$ cat src/rtl/trace_pkg.sv
// -----------------------------------------------------------------------------
// trace_pkg
//   Shared configuration and types for the SoC change-trace recorder.
//   The channel count, data width, FIFO depth and timestamp width are fixed
//   here so that the FIFO entry struct, the output interface and the bench all
//   agree on one set of widths.
//   Optional feature macro: TRACE_TIMESTAMP_EN. When it is defined, each entry
//   carries a TS_W-bit timestamp. When it is undefined, the ts field is absent
//   from the entry.
// -----------------------------------------------------------------------------
package trace_pkg;

  localparam int NUM_CH = 5;   // probe channels (1..16)
  localparam int DATA_W = 32;  // width of each channel
  localparam int DEPTH  = 16;  // FIFO entries (power of two, >= 2)
  localparam int TS_W   = 16;  // timestamp counter width

  // $clog2(NUM_CH), kept at least 1 bit wide so a single-channel build still
  // has a legal out_ch port.
  function automatic int ch_width(input int n);
    return (n > 1) ? $clog2(n) : 1;
  endfunction

  localparam int CH_W  = ch_width(NUM_CH);
  localparam int CNT_W = $clog2(DEPTH) + 1;

  localparam logic [7:0] DROP_SAT = 8'hFF;

  typedef struct packed {
`ifdef TRACE_TIMESTAMP_EN
    logic [TS_W-1:0]   ts;
`endif
    logic [CH_W-1:0]   ch;
    logic [DATA_W-1:0] data;
  } trace_entry_t;

endpackage

$ cat src/rtl/soc_trace_recorder_if.sv
// -----------------------------------------------------------------------------
// soc_trace_recorder_if
//   Valid/ready drain port of the trace recorder.
//   master: recorder side  (drives out_valid/out_ch/out_data/out_ts, reads out_ready)
//   slave : consumer side  (reads the entry fields, drives out_ready)
// -----------------------------------------------------------------------------
interface soc_trace_recorder_if;
  import trace_pkg::*;

  logic              out_valid;
  logic              out_ready;
  logic [CH_W-1:0]   out_ch;
  logic [DATA_W-1:0] out_data;
  logic [TS_W-1:0]   out_ts;

  modport master (output out_valid, out_ch, out_data, out_ts, input  out_ready);
  modport slave  (input  out_valid, out_ch, out_data, out_ts, output out_ready);

endinterface

$ cat src/rtl/trace_fifo.sv
// -----------------------------------------------------------------------------
// trace_fifo
//   Synchronous circular FIFO of trace_entry_t, DEPTH entries.
//   Pointers carry an extra wrap bit so full and empty are told apart without
//   a separate counter; count is the pointer difference.
//   Ports:
//     clk, rst        clock, asynchronous active-high reset
//     clear           synchronous flush, wins over wr_en/rd_en
//     wr_en, wr_data  push request; accepted when not full or when a pop
//                     happens in the same cycle
//     rd_en           pop request; ignored while empty
//     rd_data         head entry, all zero while empty
//     empty, full     status
//     count           entries stored
// -----------------------------------------------------------------------------
module trace_fifo
  import trace_pkg::*;
(
  input  logic             clk,
  input  logic             rst,
  input  logic             clear,
  input  logic             wr_en,
  input  trace_entry_t     wr_data,
  input  logic             rd_en,
  output trace_entry_t     rd_data,
  output logic             empty,
  output logic             full,
  output logic [CNT_W-1:0] count
);

  localparam int AW = $clog2(DEPTH);

  logic [AW:0]  wr_ptr_q, wr_ptr_d;
  logic [AW:0]  rd_ptr_q, rd_ptr_d;
  logic         do_wr, do_rd;
  trace_entry_t mem_q [DEPTH];

  // NOTE: every variable assigned in an always_comb gets a default first, so no
  // path through the block can leave it unassigned and infer a latch.
  always_comb begin
    empty    = (wr_ptr_q == rd_ptr_q);
    full     = (wr_ptr_q[AW] != rd_ptr_q[AW]) &&
               (wr_ptr_q[AW-1:0] == rd_ptr_q[AW-1:0]);
    do_rd    = rd_en && !empty && !clear;
    // A pop in the same cycle frees the slot being written, so a full FIFO
    // still accepts the push.
    do_wr    = wr_en && (!full || do_rd) && !clear;
    wr_ptr_d = wr_ptr_q;
    rd_ptr_d = rd_ptr_q;
    if (clear) begin
      wr_ptr_d = '0;
      rd_ptr_d = '0;
    end else begin
      if (do_wr) wr_ptr_d = wr_ptr_q + (AW+1)'(1);
      if (do_rd) rd_ptr_d = rd_ptr_q + (AW+1)'(1);
    end
  end

  // NOTE: state flops use non-blocking assignments so every flop samples the
  // pre-edge values regardless of statement order.
  always_ff @(posedge clk or posedge rst) begin
    if (rst) begin
      wr_ptr_q <= '0;
      rd_ptr_q <= '0;
    end else begin
      wr_ptr_q <= wr_ptr_d;
      rd_ptr_q <= rd_ptr_d;
    end
  end

  // NOTE: the storage array has no reset. Its contents are only observed
  // through rd_data, which is forced to zero while the pointers say empty.
  always_ff @(posedge clk) begin
    if (do_wr) mem_q[wr_ptr_q[AW-1:0]] <= wr_data;
  end

  assign rd_data = empty ? '0 : mem_q[rd_ptr_q[AW-1:0]];
  assign count   = wr_ptr_q - rd_ptr_q;

endmodule

$ cat src/rtl/soc_trace_recorder.sv
// -----------------------------------------------------------------------------
// soc_trace_recorder
//   Watches NUM_CH probe channels and queues one {timestamp, channel, value}
//   entry per detected change into a FIFO drained over a valid/ready port.
//   Only one channel is serviced per cycle, chosen by fixed priority with the
//   lowest index first. Other changed channels retry next cycle against their
//   then-current value, so their intermediate values are not recorded.
//   Optional feature macro: TRACE_TIMESTAMP_EN. When it is defined, a
//   free-running TS_W counter is built and out_ts carries the push-cycle
//   timestamp. When it is undefined, there is no counter and out_ts is 0.
//   Ports:
//     clk, rst   clock, asynchronous active-high reset
//     en         1 = detect/record changes; 0 = freeze detection (drain works)
//     clear      synchronous flush: empties FIFO, re-arms channels, clears flags
//     ch_data    channel i at [i*DATA_W +: DATA_W]
//     out_if     drain port (out_valid/out_ready/out_ch/out_data/out_ts)
//     count      entries stored
//     overflow   sticky: an entry was dropped because the FIFO was full
//     drop_cnt   dropped entries, saturating at 255
// -----------------------------------------------------------------------------
module soc_trace_recorder
  import trace_pkg::*;
(
  input  logic                     clk,
  input  logic                     rst,
  input  logic                     en,
  input  logic                     clear,
  input  logic [NUM_CH*DATA_W-1:0] ch_data,
  soc_trace_recorder_if.master     out_if,
  output logic [CNT_W-1:0]         count,
  output logic                     overflow,
  output logic [7:0]               drop_cnt
);

  logic [NUM_CH-1:0][DATA_W-1:0] last_logged_q, last_logged_d;
  logic                          overflow_q, overflow_d;
  logic [7:0]                    drop_cnt_q, drop_cnt_d;
  logic                          push_req, wr_en, drop;
  logic                          fifo_empty, fifo_full;
  trace_entry_t                  push_entry, head_entry;

`ifdef TRACE_TIMESTAMP_EN
  logic [TS_W-1:0] ts_q, ts_d;

  // Free-running, ignores en and clear, wraps naturally.
  assign ts_d = ts_q + TS_W'(1);

  always_ff @(posedge clk or posedge rst) begin
    if (rst) ts_q <= '0;
    else     ts_q <= ts_d;
  end
`endif

  // Change detect and priority select. The first differing channel found in
  // ascending order claims the single push slot of this cycle. Its last_logged
  // copy updates even if the FIFO later drops the entry, so it is not retried.
  always_comb begin
    push_req      = 1'b0;
    push_entry    = '0;
    last_logged_d = last_logged_q;
    for (int i = 0; i < NUM_CH; i++) begin
      if (en && !push_req &&
          (ch_data[i*DATA_W +: DATA_W] != last_logged_q[i])) begin
        push_req         = 1'b1;
        push_entry.ch    = CH_W'(i);
        push_entry.data  = ch_data[i*DATA_W +: DATA_W];
        last_logged_d[i] = ch_data[i*DATA_W +: DATA_W];
      end
    end
`ifdef TRACE_TIMESTAMP_EN
    push_entry.ts = ts_q;
`endif
    // All-ones re-arms every channel: the next enabled cycle logs each one.
    if (clear) last_logged_d = '1;
  end

  assign wr_en = push_req && !clear;
  // Full with no pop this cycle: the entry is lost and accounted for.
  assign drop  = wr_en && fifo_full && !out_if.out_ready;

  always_comb begin
    overflow_d = overflow_q | drop;
    drop_cnt_d = drop_cnt_q;
    if (drop && (drop_cnt_q != DROP_SAT)) drop_cnt_d = drop_cnt_q + 8'd1;
    if (clear) begin
      overflow_d = 1'b0;
      drop_cnt_d = '0;
    end
  end

  always_ff @(posedge clk or posedge rst) begin
    if (rst) begin
      last_logged_q <= '1;
      overflow_q    <= 1'b0;
      drop_cnt_q    <= '0;
    end else begin
      last_logged_q <= last_logged_d;
      overflow_q    <= overflow_d;
      drop_cnt_q    <= drop_cnt_d;
    end
  end

  trace_fifo u_fifo (
    .clk     (clk),
    .rst     (rst),
    .clear   (clear),
    .wr_en   (wr_en),
    .wr_data (push_entry),
    .rd_en   (out_if.out_ready),
    .rd_data (head_entry),
    .empty   (fifo_empty),
    .full    (fifo_full),
    .count   (count)
  );

  assign out_if.out_valid = !fifo_empty;
  assign out_if.out_ch    = head_entry.ch;
  assign out_if.out_data  = head_entry.data;
`ifdef TRACE_TIMESTAMP_EN
  assign out_if.out_ts    = head_entry.ts;
`else
  assign out_if.out_ts    = '0;
`endif

  assign overflow = overflow_q;
  assign drop_cnt = drop_cnt_q;

endmodule

$ cat src/flat_wrapper.sv
// flat-port wrapper written by rule: the top's interface ports become plain ports
module soc_trace_recorder_flat import trace_pkg::*;
  (clk, rst, en, clear, ch_data, count, overflow, drop_cnt, out_if_out_valid, out_if_out_ch, out_if_out_data, out_if_out_ts, out_if_out_ready);
  soc_trace_recorder_if out_if_i ();
  input  logic clk;
  input  logic rst;
  input  logic en;
  input  logic clear;
  input  logic [NUM_CH*DATA_W-1:0] ch_data;
  output logic [CNT_W-1:0] count;
  output logic overflow;
  output logic [7:0] drop_cnt;
  output wire logic [$bits(out_if_i.out_valid)-1:0] out_if_out_valid;
  output wire logic [$bits(out_if_i.out_ch)-1:0] out_if_out_ch;
  output wire logic [$bits(out_if_i.out_data)-1:0] out_if_out_data;
  output wire logic [$bits(out_if_i.out_ts)-1:0] out_if_out_ts;
  input wire logic [$bits(out_if_i.out_ready)-1:0] out_if_out_ready;
  assign out_if_out_valid = out_if_i.out_valid;
  assign out_if_out_ch = out_if_i.out_ch;
  assign out_if_out_data = out_if_i.out_data;
  assign out_if_out_ts = out_if_i.out_ts;
  assign out_if_i.out_ready = out_if_out_ready;
  soc_trace_recorder u_core (.clk(clk), .rst(rst), .en(en), .clear(clear), .ch_data(ch_data), .out_if(out_if_i), .count(count), .overflow(overflow), .drop_cnt(drop_cnt));
endmodule
$ cat config.mk
export PLATFORM = sky130hd
export DESIGN_NAME = soc_trace_recorder_flat
export DESIGN_NICKNAME = d
export VERILOG_FILES = /design/src/rtl/trace_pkg.sv /design/src/rtl/soc_trace_recorder_if.sv /design/src/rtl/trace_fifo.sv /design/src/rtl/soc_trace_recorder.sv /design/src/flat_wrapper.sv
export SDC_FILE = /design/constraint.sdc
export NUM_CORES = 1
export LEC_CHECK = 0
export CORE_ASPECT_RATIO = 1.2
export CORE_MARGIN = 1.5
export CORE_UTILIZATION = 25
export DETAILED_ROUTE_END_ITERATION = 8
export GPL_ROUTABILITY_DRIVEN = 0
export PLACE_DENSITY = 0.43
export SLEW_MARGIN = 20
export SYNTH_ARGS = -nofsm -noshare
export SYNTH_HDL_FRONTEND = slang
export SYNTH_SLANG_ARGS = --single-unit
$ cat constraint.sdc
create_clock -name clk -period 8.61 [get_ports clk]
set_clock_uncertainty 0.05 [all_clocks]
set_input_delay 0.861 -clock clk [delete_from_list [all_inputs] [get_ports clk]]
set_output_delay 0.861 -clock clk [all_outputs]
set_load 0.05 [all_outputs]
# ---- Yosys cells after proc, flatten, opt, wreduce, memory -nomap -nowiden
# Memory sizes are Yosys's and may differ from the RTL's.
# Index checks and enable logic that the tools add are counted.
dict set report op_classes {
  addsub 4
  eq_ne 9
  n_mux 26
  bitwise 1
  n_reduce_logical 35
}
# op n
set ops {}
lappend ops {{32-bit 2-to-1 mux} 6}
lappend ops {{160-bit 2-to-1 mux} 1}
lappend ops {{32-bit inequality test} 5}
lappend ops {{35-bit 2-to-1 mux} 2}
lappend ops {{34-bit 2-to-1 mux} 2}
lappend ops {{33-bit 2-to-1 mux} 1}
lappend ops {{5-bit 2-to-1 mux} 4}
lappend ops {{1-bit logical AND} 18}
lappend ops {{8-bit 2-to-1 mux} 2}
lappend ops {{2-bit nonzero test} 8}
lappend ops {{5-bit by 1-bit adder with 5-bit output, second input constant} 2}
lappend ops {{8-bit by 1-bit adder with 8-bit output, second input constant} 1}
lappend ops {{1-bit logical NOT} 8}
lappend ops {{1-bit 2-to-1 mux} 8}
lappend ops {{8-bit inequality test, second input constant} 1}
lappend ops {{5-bit == test} 1}
lappend ops {{5-bit subtractor} 1}
lappend ops {{4-bit == test} 1}
lappend ops {{1-bit logical OR} 1}
lappend ops {{1-bit inequality test} 1}
lappend ops {{1-bit bitwise OR} 1}
dict set report word_totals {
  regBits 179
  mem_bits_rw 560
  input_bits 165
  output_inout_bits 66
  word_cells 85
  mem_count 1
}
# memory depth width rd rd_clocked_by_memory_dff wr line
set memory_table {}
lappend memory_table {u_core.u_fifo.mem_q 16 35 1 0 1 trace_fifo.sv:36} ;# trace_entry_t mem_q [DEPTH];

# ---- Logic depth before layout (Yosys ltp)
dict set report logic_depth {
  word_depth 25
  mapped_depth 13
  mapped_depth_nobuf 8
}

# ---- Modules after synthesis
# From an unflattened synthesis, not the netlist that was laid out.
dict set report hier_totals {
  cells_unflattened 2004
  hier_area_um2 31565.3
}
# mod instances cells_each area_each_um2 seq_area_each_um2
set by_module_without_submodules {}
lappend by_module_without_submodules {trace_fifo 1 962 22048.6 17066.4}
lappend by_module_without_submodules {soc_trace_recorder 1 1042 9516.6 4429.2}

# ---- Worst setup path after synthesis
# No wires, ideal clock.
dict set report synth_path {
  path_kind {register to register}
  start {reg u_core.u_fifo.rd_ptr_q[1]}
  end {mem u_core.u_fifo.mem_q[6][0] (netlist bit), enable pin}
  setup_time_ns 0.528
  arrival_time_ns 5.730
  required_time_ns 8.032
  slack_ns 2.303
  stages_incl_launch_ff 10
  path_buffers 3
  period_less_slack_ns 6.307
  cell_sequence {dfrtp_1 > clkbuf_1 > clkbuf_1 > clkbuf_1 > inv_1 > ha_1 > nand4_1 > or3_1 > nand3b_2 > nor4b_1}
}
dict set report synth_between {
  elab_chain_len 9
  elab_cells_between_ends 12
  cone_classes {eq/ne: 2; mux: 2; reduce/logical: 8}
}
# item line
set synth_rtl {}
lappend synth_rtl {{start, declared} trace_fifo.sv:34} ;# logic [AW:0] rd_ptr_q, rd_ptr_d;
lappend synth_rtl {{start signal, assigned} trace_fifo.sv:67} ;# rd_ptr_q <= rd_ptr_d;
lappend synth_rtl {{5-bit == test} trace_fifo.sv:41} ;# empty = (wr_ptr_q == rd_ptr_q);
lappend synth_rtl {{1-bit logical NOT} trace_fifo.sv:44} ;# do_rd = rd_en && !empty && !clear;
lappend synth_rtl {{1-bit logical AND (2 in series)} trace_fifo.sv:44}
lappend synth_rtl {{1-bit logical OR *} trace_fifo.sv:47} ;# do_wr = wr_en && (!full || do_rd) && !clear;
lappend synth_rtl {{1-bit logical AND * (2 in series)} trace_fifo.sv:47}
lappend synth_rtl {{1-bit 2-to-1 mux *} trace_fifo.sv:74} ;# if (do_wr) mem_q[wr_ptr_q[AW-1:0]] <= wr_data;
lappend synth_rtl {{1-bit 2-to-1 mux (not written as such) *} trace_fifo.sv:74}
lappend synth_rtl {{end, declared} trace_fifo.sv:36}
# Every way passes the cells marked *; elsewhere a longest branch is shown, timed or not.

# ---- Worst setup path in the final report
dict set report layout_path {
  start {reg u_core.u_fifo.rd_ptr_q[1]}
  end {out out_if_out_ch[1]}
}
dict set report layout_between {
  elab_chain_len 2
  elab_cells_between_ends 3
  cone_classes {eq/ne: 1; mux: 1; memory: 1}
}
# item line
set layout_rtl {}
lappend layout_rtl {{memory read 16 x 35 bit or 5-bit == test (tied branches)} --}
lappend layout_rtl {{35-bit 2-to-1 mux *} trace_fifo.sv:77} ;# assign rd_data = empty ? '0 : mem_q[rd_ptr_q[AW-1:0]];
lappend layout_rtl {{end, declared} flat_wrapper.sv:14} ;# output wire logic [$bits(out_if_i.out_ch)-1:0] out_if_out_ch;
# Marked as above.

==> metrics <==
main combinational cell family by area after synthesis multiplexers; crit path DAT about 4.4 ns; sequential area share after synthesis just under 70%; Warnings, synthesis 0; hold depth 2; antenna violations before repair 15; layout cells sized above 1 23.8%; compound-cell area share of the yosys netlist between 3 and 4%; DR WL/cell around 25 um; CP Class register to output port; Worst Slack Setup Final roughly 3.3 ns; crit-path max cell delay 0.86 ns; Synth area leaders edfxtp_1 (53%), dfstp_2 (13%), mux4_2 (12%), xnor2_1 (3.7%), nand2_1 (3.2%); post-synth top area share ~53%; HP Class register to register; final number of setup-violating endpoints 0; hold endpoint u_core.last_logged_q[9]; Worst IR Drop VDD between 0.0001 and 0.00015 V; Core Rows between 100 and 150; Pwr Density around 230 nW/um^2; CTS tree done; Worst Setup End Kind output port; post-synthesis simple-gate area fraction 7.13%; Post-synth top cells edfxtp_1 (560), nand2_1 (269), mux4_2 (175), dfstp_2 (160), xnor2_1 (135); die area 128000 um^2; final hold vios 0; Leakage Power roughly 12 nW; CP max stage cell dfrtp_4; maximum operating frequency around 190 MHz; post-synthesis cell count a little under 2000; Detail Route Antenna Nets 0; Layout Area Growth over Synthesis 21.5%; number of flops mapped to enable cells by yosys between 500 and 600; post-synth top area cell edfxtp_1; Port Buffer Count ~210; most frequent cell after synthesis edfxtp_1; placed wire-length estimate about 65 mm; Period minus WS final ~5.3 ns; Final Cycle Share ~62%; worst r2r src u_core.last_logged_q[123]; detailed router's first-iteration violation count 1511; Max Slew Vio Count 0; die width 327 um; final WL 98.4 mm; largest net degree at the start of global routing 93; pre-CTS setup slack approximately 3.2 ns; number of H-tree levels 3; Required @ worst endpoint 7.70 ns; total CTS buffers 79; CTS Buffer Depth 3; number of nets in the layout about 2400; Yosys reg bits 739; Ant. Diodes 0; Post-Synth XOR/XNOR Area 4.66%; Adder-Cell Fraction of Synth Area less than 1%; unrepaired setup endpoints after global routing no; Post-CTS Resized 0; Layout fillers 12418; DR DRC count 0; Hold Startpoint u_core.last_logged_q[9]; FFs w/ async S/R, synth between 20% and 30%; crit-path most repeated cell mux4_2; Post-Syn Area roughly 32000 um^2; proportion of synthesized area in mux cells ~14%; Max-slew headroom roughly 29%; io pins 231; CP cell instances buf_4, mux4_2, mux4_2, and2_1, clkdlybuf4s50_1; GRT Total Usage 15.2%; via count around 18000; reg2reg setup slack slightly above 4 ns; die height 392 um; Fin Setup TNS 0 ns; worst r2r path cells 8; CP Launch Point u_core.u_fifo.rd_ptr_q[1]; global-route wire length before repair 141 mm; CTS Hold Buffers Added 0; post-synthesis cell type count 47; Post-CTS Setup Inserts 0; vias in the first global route roughly 19000; ys flop type edfxtp_1; clock tree root buffer cell clkbuf_16; Pre-antenna DRT Iters 5; core area 125000 um^2; Max Fanout on Critical Path 57; Skew-Pair Late Insertion Delay 0.64 ns; Initial Utilization between 20% and 30%; end of the worst register-to-register path u_core.u_fifo.mem_q[12][7]; Least-Margin Pin Slew 1.07 ns; Max Cap Violations 0; DR vias/cell between 4 and 5; Overflow after GRT 0; CP Launch Type register; outcome finished clean; Syn Area/Cell roughly 16 um^2; clock slew at reported path FFs 0.06 ns; clock sink count between 700 and 800
## power by group
group          leakage (nW)  switching [mW]  internal [mW]
registers              7.06          0.0271           3.88
clock network          1.27            1.45           2.03
logic                  4.00           0.789          0.561
total                  12.3            2.27           6.47
## state kept, by name (all words and copies together), names as in the netlist
name	count
u_core.u_fifo.mem_q	560
u_core.drop_cnt	8
u_core.u_fifo.wr_ptr_q	5
u_core.last_logged_q	160
u_core.overflow	1
u_core.u_fifo.rd_ptr_q	5
## kinds of logic after synthesis
| kind of cell | Yosys count |
|---|---|
| DFF | 739 |
| xor gates and xnor gates | 168 |
| muxes | 208 |
| adders and majority gates | 11 |
| and+or+nand+nor | 471 |
| buffers and inverters | 179 |
| AOI/OAI and AO/OA | 184 |
| other | 1 |
## stage by stage
step	hold WS (ns)	util (%)	cells	total power, mW	cell area [um^2]
4_1_cts	0.413	30.7	3903	8.87	38300
3_5_place_dp	0.404	28.6	3759	5.36	35700
5_1_grt	0.426	30.7	3904	9.06	38400
3_3_place_gp	0.399	28.5	3758	5.35	35700
2_1_floorplan	0.392	-	1976	4.83	31600
6_report	0.412	30.7	3904	8.73	38400
## cells in the final DEF, fill, tap and decap left out, types with 13 or more instances in the layout
cell type,instances
a21oi_1,104
a222oi_1,24
and2_1,38
buf_4,39
clkbuf_1,13
clkbuf_16,80
clkdlybuf4s50_1,213
clkinv_1,14
clkinv_2,13
conb_1,16
dfrtp_1,16
dfstp_2,160
edfxtp_1,560
inv_1,49
mux2i_1,27
mux4_2,175
nand2_1,268
nand3_1,34
nand4_1,50
nor2_1,16
nor4_1,14
o211ai_1,32
xnor2_1,135
xor2_1,33
## worst max-delay path by stage
stage | cells after the start | end | slack [ns]
floorplan | 9 | u_core.u_fifo.mem_q[6][0] | 2.30
global placement | 9 | u_core.u_fifo.mem_q[0][30] | 3.18
detailed placement | 9 | u_core.u_fifo.mem_q[0][26] | 3.19
CTS | 5 | out_if_out_ch[1] | 3.16
global route | 5 | out_if_out_ch[1] | 3.14
finish | 5 | out_if_out_ch[1] | 3.28
## final cells by class
class | instances | area (um^2) | share of cell area, %
clock inverter | 50 | 558 | 1.45
sequential | 739 | 21500 | 56.0
multi-input combinational | 1058 | 9480 | 24.7
clock buffer | 94 | 2060 | 5.38
timing repair buffer | 255 | 2490 | 6.50
tap | 1656 | 2070 | 5.40
inverter | 52 | 200 | 0.522
## critical path, delay by kind of cell (launching register included)
family | cells | cell delay (ns)
buffers and inverters | 2 | 1.49
AND/OR/NAND/NOR | 1 | 0.18
flip-flops | 1 | 0.86
multiplexers | 2 | 1.05
## metal layers
| metal | vias up | part of all wire (%) | track usage [%] |
|---|---|---|---|
| li1 | 7902 | - | - |
| met1 | 9655 | 43 | 19.9 |
| met2 | 582 | 49 | 25.3 |
| met3 | 123 | 5.2 | 2.71 |
| met4 | 18 | 2.8 | 5.02 |
| met5 | - | 0.12 | 0 |
Note: power is estimated with default switching activity, not from simulation.
